==> config.mk <==
export PLATFORM = sky130hd
export DESIGN_NAME = index_reg_seq
export DESIGN_NICKNAME = d
export VERILOG_FILES = /design/src/rtl/tb4004_pkg.sv /design/src/rtl/index_reg_seq.sv
export SDC_FILE = /design/constraint.sdc
export NUM_CORES = 1
export LEC_CHECK = 0
export BUFFER_PORTS_ARGS = -buffer_cell sky130_fd_sc_hd__buf_2
export CAP_MARGIN = 0
export CORE_MARGIN = 8
export CORE_UTILIZATION = 40
export CTS_CLUSTER_DIAMETER = 100
export DETAILED_ROUTE_END_ITERATION = 12
export GPL_TIMING_DRIVEN = 0
export PLACE_DENSITY = 0.71
export SYNTH_ARGS = -nofsm -noshare
export SYNTH_HDL_FRONTEND = slang
export SYNTH_SLANG_ARGS = --single-unit
==> constraint.sdc <==
create_clock -name clk -period 1.79 [get_ports clk]
set_input_delay 0.2685 -clock clk [delete_from_list [all_inputs] [get_ports clk]]
set_output_delay 0.2685 -clock clk [all_outputs]
set_load 0.01 [all_outputs]
==> src/rtl/tb4004_pkg.sv <==
// rtl/tb4004_pkg.sv - 4004 index-register op encodings and sequencer state constants
package tb4004_pkg;

    // Decoded index-register op select (3 bits, every code is a defined op).
    typedef enum logic [2:0] {
        OP_LD  = 3'd0,
        OP_XCH = 3'd1,
        OP_INC = 3'd2,
        OP_ISZ = 3'd3,
        OP_FIM = 3'd4,
        OP_SRC = 3'd5,
        OP_FIN = 3'd6,
        OP_JIN = 3'd7
    } op_e;

    typedef enum logic [2:0] {
        ST_IDLE  = 3'd0,
        ST_EXEC  = 3'd1,
        ST_FETCH = 3'd2,
        ST_WRITE = 3'd3,
        ST_DONE  = 3'd4
    } state_e;

    // Ops that read-modify-write a single register during EXEC.
    function automatic logic op_writes_reg(input op_e op);
        return (op == OP_XCH) || (op == OP_INC) || (op == OP_ISZ);
    endfunction

    // Even register of the pair addressed by a register index.
    function automatic logic [3:0] pair_base(input logic [3:0] idx);
        return {idx[3:1], 1'b0};
    endfunction

endpackage

==> src/rtl/index_reg_seq.sv <==
// rtl/index_reg_seq.sv - multi-cycle sequencer for 4004 index-register instructions
//
// Ports:
//   clk, rstN                      clock, asynchronous active-low reset
//   opValid/opReady                op handshake from the decoder (ready only in IDLE)
//   opCode, opReg, opImm, accIn    decoded op, register index, immediate, accumulator
//   regWe/regAddr/regDin/regDout   single-register port of the register file
//   pairWe/pairAddr/pairDin/pairDout  register-pair port of the register file
//   romReq/romAddr/romAck/romData  FIN byte fetch
//   done                           one-cycle completion pulse qualifying the results
//   accWe/accOut                   accumulator write-back (LD, XCH)
//   addrValid/addrOut              SRC/JIN address or taken ISZ target
//   jumpTaken                      ISZ incremented value is nonzero
//   opErr                          op code not recognised
module index_reg_seq
    import tb4004_pkg::*;
(
    input  logic       clk,
    input  logic       rstN,
    input  logic       opValid,
    output logic       opReady,
    input  logic [2:0] opCode,
    input  logic [3:0] opReg,
    input  logic [7:0] opImm,
    input  logic [3:0] accIn,
    output logic       regWe,
    output logic       pairWe,
    output logic [3:0] regAddr,
    output logic [3:0] pairAddr,
    output logic [3:0] regDin,
    output logic [7:0] pairDin,
    input  logic [3:0] regDout,
    input  logic [7:0] pairDout,
    output logic       romReq,
    output logic [7:0] romAddr,
    input  logic       romAck,
    input  logic [7:0] romData,
    output logic       done,
    output logic       accWe,
    output logic [3:0] accOut,
    output logic       addrValid,
    output logic [7:0] addrOut,
    output logic       jumpTaken,
    output logic       opErr
);

    state_e     state_q;
    op_e        op_q;
    logic [3:0] reg_q;
    logic [7:0] imm_q;
    logic [3:0] acc_q;
    logic [7:0] rom_q;
    logic [7:0] rom_addr_q;
    logic [3:0] acc_out_q;
    logic [7:0] addr_out_q;
    logic       done_q;
    logic       acc_we_q;
    logic       addr_valid_q;
    logic       jump_q;
    logic       err_q;

    // Increment result shared by INC/ISZ; wraps 15 -> 0.
    logic [3:0] inc_val;
    assign inc_val = regDout + 4'd1;

    always_ff @(posedge clk or negedge rstN) begin
        if (!rstN) begin
            state_q      <= ST_IDLE;
            op_q         <= OP_LD;
            reg_q        <= 4'd0;
            imm_q        <= 8'd0;
            acc_q        <= 4'd0;
            rom_q        <= 8'd0;
            rom_addr_q   <= 8'd0;
            acc_out_q    <= 4'd0;
            addr_out_q   <= 8'd0;
            done_q       <= 1'b0;
            acc_we_q     <= 1'b0;
            addr_valid_q <= 1'b0;
            jump_q       <= 1'b0;
            err_q        <= 1'b0;
        end else begin
            // Result strobes live for exactly the DONE cycle.
            done_q       <= 1'b0;
            acc_we_q     <= 1'b0;
            addr_valid_q <= 1'b0;
            jump_q       <= 1'b0;
            err_q        <= 1'b0;
            case (state_q)
                ST_IDLE: begin
                    if (opValid) begin
                        op_q    <= op_e'(opCode);
                        reg_q   <= opReg;
                        imm_q   <= opImm;
                        acc_q   <= accIn;
                        state_q <= ST_EXEC;
                    end
                end
                ST_EXEC: begin
                    state_q <= ST_DONE;
                    done_q  <= 1'b1;
                    case (op_q)
                        OP_LD, OP_XCH: begin
                            // Old register value is sampled here; XCH's write of
                            // acc_q commits on this same edge.
                            acc_out_q <= regDout;
                            acc_we_q  <= 1'b1;
                        end
                        OP_INC, OP_FIM: begin
                        end
                        OP_ISZ: begin
                            jump_q       <= (inc_val != 4'd0);
                            addr_valid_q <= (inc_val != 4'd0);
                            addr_out_q   <= imm_q;
                        end
                        OP_SRC, OP_JIN: begin
                            addr_out_q   <= pairDout;
                            addr_valid_q <= 1'b1;
                        end
                        OP_FIN: begin
                            // pairDout is pair 0 here (forced read address).
                            rom_addr_q <= pairDout;
                            state_q    <= ST_FETCH;
                            done_q     <= 1'b0;
                        end
                        default: begin
                            err_q <= 1'b1;
                        end
                    endcase
                end
                ST_FETCH: begin
                    if (romAck) begin
                        rom_q   <= romData;
                        state_q <= ST_WRITE;
                    end
                end
                ST_WRITE: begin
                    state_q <= ST_DONE;
                    done_q  <= 1'b1;
                end
                ST_DONE: begin
                    state_q <= ST_IDLE;
                end
                default: begin
                    state_q <= ST_IDLE;
                end
            endcase
        end
    end

    assign opReady = (state_q == ST_IDLE);

    // Register-file port drive. Addresses come from latched fields so the
    // combinational read data is valid throughout EXEC.
    assign regAddr  = reg_q;
    assign pairAddr = ((state_q == ST_EXEC) && (op_q == OP_FIN)) ? 4'd0 : pair_base(reg_q);
    assign regWe    = (state_q == ST_EXEC) && op_writes_reg(op_q);
    assign pairWe   = ((state_q == ST_EXEC) && (op_q == OP_FIM)) || (state_q == ST_WRITE);
    assign regDin   = (op_q == OP_XCH) ? acc_q : inc_val;
    assign pairDin  = (state_q == ST_WRITE) ? rom_q : imm_q;

    assign romReq  = (state_q == ST_FETCH);
    assign romAddr = rom_addr_q;

    assign done      = done_q;
    assign accWe     = acc_we_q;
    assign accOut    = acc_out_q;
    assign addrValid = addr_valid_q;
    assign addrOut   = addr_out_q;
    assign jumpTaken = jump_q;
    assign opErr     = err_q;

endmodule

# After elaboration in Yosys (flattened, before gate mapping)
# Cells that the tools add are included.
word_totals:
  regBits: 54
  inputBits: 43
  output_inout_bits: 49
  elab_cells: 60
classes:
  n_addsub: 1
  eq_ne: 12
  n_mux: 16
  reduce_logical: 18
ops:
  columns: ["op", "n"]
  rows:
  - ["8-bit one-hot mux with 2 select lines", 1]
  - ["3-bit by 2-bit == test with 1-bit output (second input constant)", 4]
  - ["3-bit == test (second input constant)", 4]
  - ["3-bit one-hot mux with 4 select lines", 1]
  - ["2-bit AND reduction", 6]
  - ["3-bit 2-to-1 mux", 3]
  - ["4-bit 2-to-1 mux", 2]
  - ["8-bit 2-to-1 mux", 1]
  - ["3-bit by 1-bit == test with 1-bit output (second input constant)", 2]
  - ["3-bit zero test", 2]
  - ["1-bit 2-to-1 mux", 6]
  - ["4-bit by 1-bit adder with 4-bit output (second input constant)", 1]
  - ["1-bit one-hot mux with 2 select lines", 2]
  - ["4-bit nonzero test", 1]
  - ["2-bit OR reduction", 2]
  - ["1-bit logical AND", 3]
  - ["1-bit logical OR", 3]
  - ["2-bit by 1-bit != test with 1-bit output (second input constant)", 1]
  - ["2-bit != test (second input constant)", 1]
  - ["2-bit nonzero test", 1]

# Depth between registers and ports, before layout
logic_depth:
  ltp_word: 4
  depth_mapped: 5
  depth_no_buf: 3

# Worst setup path before layout
# Ideal clock, no wire load.
synth_timing:
  path_kind: "register to register"
  from: "reg state_q[2]"
  to: "reg acc_q[0]"
  setup_time_ns: 0.125
  arrival_ns: 1.461
  required_ns: 1.665
  path_slack_ns: 0.204
  path_stages_with_launch: 5
  path_buffers: 1
  period_less_slack_ns: 1.586
  path_cell_list: "dfrtp_1 nor3_1 and2_1 buf_6 mux2_2"
synth_via:
  elab_chain_cells: 2
synth_rtl:
  columns: ["element", "line_no", "source"]
  rows:
  - ["start, declared", "index_reg_seq.sv:47", "state_e state_q;"]
  - ["start signal, assigned", "index_reg_seq.sv:68", "state_q <= ST_IDLE;"]
  - ["start signal, assigned", "index_reg_seq.sv:96", "state_q <= ST_EXEC;"]
  - ["start signal, assigned", "index_reg_seq.sv:100", "state_q <= ST_DONE;"]
  - ["3-bit zero test", null, null]
  - ["via opReady", "index_reg_seq.sv:21", "output logic opReady,"]
  - ["2-bit AND reduction (no line)", null, null]
  - ["end signal, assigned", "index_reg_seq.sv:95", "acc_q <= accIn;"]
  - ["end, declared", "index_reg_seq.sv:51", "logic [3:0] acc_q;"]
# The timed path passes the listed nets, and every way through them passes these cells.
# A chain may end at the register's enable or synchronous reset.

# Final worst setup path
layout_timing:
  from: "reg op_q[0]"
  to: "out pairAddr[1]"
layout_via:
  elab_chain_cells: 3
layout_rtl:
  columns: ["element", "line_no", "source"]
  rows:
  - ["start, declared", "index_reg_seq.sv:48", "op_e op_q;"]
  - ["start signal, assigned", "index_reg_seq.sv:92", "op_q <= op_e'(opCode);"]
  - ["3-bit == test", "index_reg_seq.sv:156", "assign pairAddr = ((state_q == ST_EXEC) && (op_q == OP_FIN)) ? 4'd0 : pair_base(reg_q);"]
  - ["1-bit logical AND", "index_reg_seq.sv:156", null]
  - ["4-bit 2-to-1 mux", "index_reg_seq.sv:156", null]
  - ["end, declared", "index_reg_seq.sv:29", "output logic [3:0] pairAddr,"]
# Every way passes these cells.

==> out/results.md <==
## Synthesis
• **Post-Synth Simple-Gate Area** 8.09%
• **Syn Area/Cell** 14.4 um^2
• **netlist area before placement** 2440 um^2
• **number of distinct library cell variants in the gate-level netlist after synthesis** 29
• **FF+latch count, synth** 54
• **multiplexer area fraction after synthesis** 30.4%
• **commonest cells in the netlist** 58 x sky130_fd_sc_hd__mux2_2, 54 x sky130_fd_sc_hd__dfrtp_1, 7 x sky130_fd_sc_hd__nand2_1, 6 x sky130_fd_sc_hd__mux2_4
• **sequential area share after synthesis** 55.3%
• **proportion of netlist area held by the largest area contributor** 55.3%
• **number of flops mapped to enable cells by yosys** 0
• **adder-cell area share of the yosys netlist** 0.512%
• **cell taking the most area after synthesis** sky130_fd_sc_hd__dfrtp_1
• **synthesized-area fraction occupied by ao, oa, aoi and oai cells** 1.38%
• **Synth Area in XOR/XNOR** 1.08%
• **count of warnings emitted by yosys** 0
• **most used flip-flop cell after synthesis** sky130_fd_sc_hd__dfrtp_1
• **Synth async-reset ratio** 100%
• **Post-Synthesis Cells** 170
• **leading cell type by number of instances after synthesis** sky130_fd_sc_hd__mux2_2
• **dominant combinational cell family by area after synthesis** multiplexers
• **Area contributors post-synth** sky130_fd_sc_hd__dfrtp_1 55%, sky130_fd_sc_hd__mux2_2 27%, sky130_fd_sc_hd__mux2_4 3.7%

## Status
• **violated checks** setup timing
• **status** finished, violations left

## Pwr
• **total power consumption of the routed design** 5.77 mW
• **Leak** 1.62 nW
• **peak supply drop** 782 uV
• **power per cell area** 1750 nW/um^2

## Timing
• **max-slew violation total from the final report** 0
• **slew at the pin closest to its max-slew limit** 0.696 ns
• **Final min period** 1.80 ns
• **least setup slack across all paths after layout** -0.0128 ns
• **worst hold slack** 0.00793 ns
• **highest clock rate** 555 MHz
• **final number of hold-violating endpoints** 0
• **final period utilization** 101%
• **relative slew slack** 53.6%
• **total of endpoints with negative setup slack in the final report** 2
• **setup repair after global routing missed its margin** true
• **setup clock skew after layout** 0.0109 ns

## Worst setup path
• **highest net fanout along the worst path** 4
• **worst setup path endpoint** pairAddr[1]
• **flop-to-flop setup slack** 0.08 ns
• **worst setup path category** reg -> out
• **reg-to-reg critical path startpoint** op_q[0]
• **depth of the worst register-to-register path** 7
• **R2R Path End** romAddr[1]
• **category of the worst setup path capture point** output pin
• **endpoint required time on the critical path** 1.52 ns
• **type of element launching the critical path** flop
• **arrival time of data at the critical path endpoint** 1.53 ns
• **first element of the critical path** op_q[0]

## CTS
• **worst-skew pair later-pin latency** 0.31 ns
• **Clock transition at path regs** 0.10 ns
• **cts bufs inserted** 5
• **H-tree levels** 2
• **clock tree buffer depth** 2
• **root buffer cell** sky130_fd_sc_hd__clkbuf_8
• **clock tree from TritonCTS** yes
• **clk sinks** 54

## Place
• **final weighted congestion in routability-driven placement** 0.706
• **Worst Setup Slack post-DPL** 0.0949 ns
• **Final HPWL DP** 4.25 mm
• **count of buffers from port buffering** 89
• **placed standard-cell area** 2990 um^2

## Die
• **height of the die** 94.2 um
• **initial core utilization** 41.3%
• **total die area** 8870 um^2
• **total I/O pin count** 92
• **std cell rows** 28
• **floorplan die width** 94.2 um
• **Placeable Area** 5920 um^2

## Routing
• **drt first-iter violations** 35
• **DRT Wirelength** 6.04 mm
• **total vias in the final route** 1703
• **Routed wire per std cell** 17.0 um
• **Remaining DRCs** 0
• **post-detailed-route count of antenna-violating nets** 0
• **number of detailed-routing iterations run before antenna repair** 4
• **Via-to-Cell Ratio** 4.78

## GRT
• **Overall Global Routing Usage** 14.1%
• **vias in the first global route** 1833
• **fraction of met3 tracks used by global routing** 4.16%
• **met1 capacity usage during global routing** 17.3%
• **number of antenna violations at the first check in global routing** 0
• **met2 usage in global routing** 22.9%
• **total global routing overflow** 0
• **largest net degree at the start of global routing** 55
• **wire length of the first global-routing pass** 9.63 mm
• **Most Used Layer, Global Route** met2

## Layout
• **post-route cell area** 3290 um^2
• **number of antenna repair diodes** 0
• **fraction of layout cells with a size suffix above 1** 70.1%
• **signed area change from the synthesized netlist to the final layout** 34.7%
• **Post-layout nets** 324
• **number of inserted filler cells in the final layout** 538

## Flow run
• **reported max-cap violation count** 0

## Min path
• **HP Class** in -> async

-- flip-flops by register name (all words and copies together) (netlist names) --
name	flops
addrValid	1
state_q	3
addrOut	8
done	1
jumpTaken	1
regAddr	4
imm_q	8
acc_q	4
romAddr	8
rom_q	8
op_q	3
accWe	1
accOut	4
-- layout make-up --
cell class | instances | area (um^2) | share of cell area (%)
Timing Repair Buffer | 103 | 597 | 18.1
Clock inverter | 3 | 40.0 | 1.22
Multi-Input combinational cell | 108 | 1070 | 32.5
Inverter | 1 | 3.75 | 0.114
Tap cell | 75 | 93.8 | 2.85
Sequential cell | 54 | 1360 | 41.2
Clock buffer | 5 | 68.8 | 2.09
Buffer | 7 | 63.8 | 1.94
-- worst max-delay path, stage by stage, from the launching register on --
cell and delay (ns):
sky130_fd_sc_hd__dfrtp_2 0.44, sky130_fd_sc_hd__and4bb_1 0.31, sky130_fd_sc_hd__nand2_2 0.08, sky130_fd_sc_hd__buf_6 0.14, sky130_fd_sc_hd__and2_1 0.12, sky130_fd_sc_hd__buf_2 0.13
-- worst min path at each step --
stage                      end  slack [ns]
floorplan            accOut[0]       -0.03
global route          acc_q[3]        0.05
CTS                   acc_q[1]        0.17
finish                acc_q[3]       0.008
detailed placement  addrOut[3]        0.49
global placement     accOut[2]        0.48
-- what timing repair did --
item,CTS,global route
pin swaps,7,3
setup buffers,12,2
hold buffers,0,0
cloned,0,0
endpoints found under the setup margin,12,16
gates resized for setup,12,13
-- report_power, final --
part	internal [mW]	switching (mW)	total, mW
sequential	1.81	0.353	2.16
combinational	1.62	1.18	2.80
clock	0.412	0.395	0.808
-- logic make-up (layout without fill, tap and decap cells) --
logic type | after synthesis | in the layout
multiplexers | 64 | 64
flip-flops | 54 | 54
AND/OR/NAND/NOR | 32 | 32
buffers and inverters | 9 | 119
AO/OA/AOI/OAI | 6 | 6
XOR/XNOR | 3 | 3
adder cells (fa/ha/maj) | 1 | 1
other | 1 | 2
-- per-stage QoR --
step	util (%)	setup TNS, ns	std cells
4_1_cts	54.5	-0.0842	355
2_1_floorplan	-	0	171
5_1_grt	55.6	-0.714	356
3_5_place_dp	50.4	0	335
6_report	55.6	-0.0225	356
3_3_place_gp	50.4	0	335
-- per-layer routing --
layer	vias to the layer above	share of wire, %
met5	-	0
met3	6	5.6
li1	820	-
met4	0	0.83
met2	48	52
met1	829	42
-- cell usage in the layout (no fill, tap or decap), types with 3 or more instances in the layout --
master	Yosys	routed
sky130_fd_sc_hd__buf_4	5	19
sky130_fd_sc_hd__nor2_1	5	5
sky130_fd_sc_hd__mux2_2	58	57
sky130_fd_sc_hd__mux2_4	6	7
sky130_fd_sc_hd__and2_1	5	3
sky130_fd_sc_hd__dfrtp_2	0	4
sky130_fd_sc_hd__dfrtp_1	54	50
sky130_fd_sc_hd__clkbuf_8	0	5
sky130_fd_sc_hd__buf_6	3	10
sky130_fd_sc_hd__nand2_1	7	5
sky130_fd_sc_hd__buf_2	0	81
No activity file was read; power rests on OpenSTA's default activity.
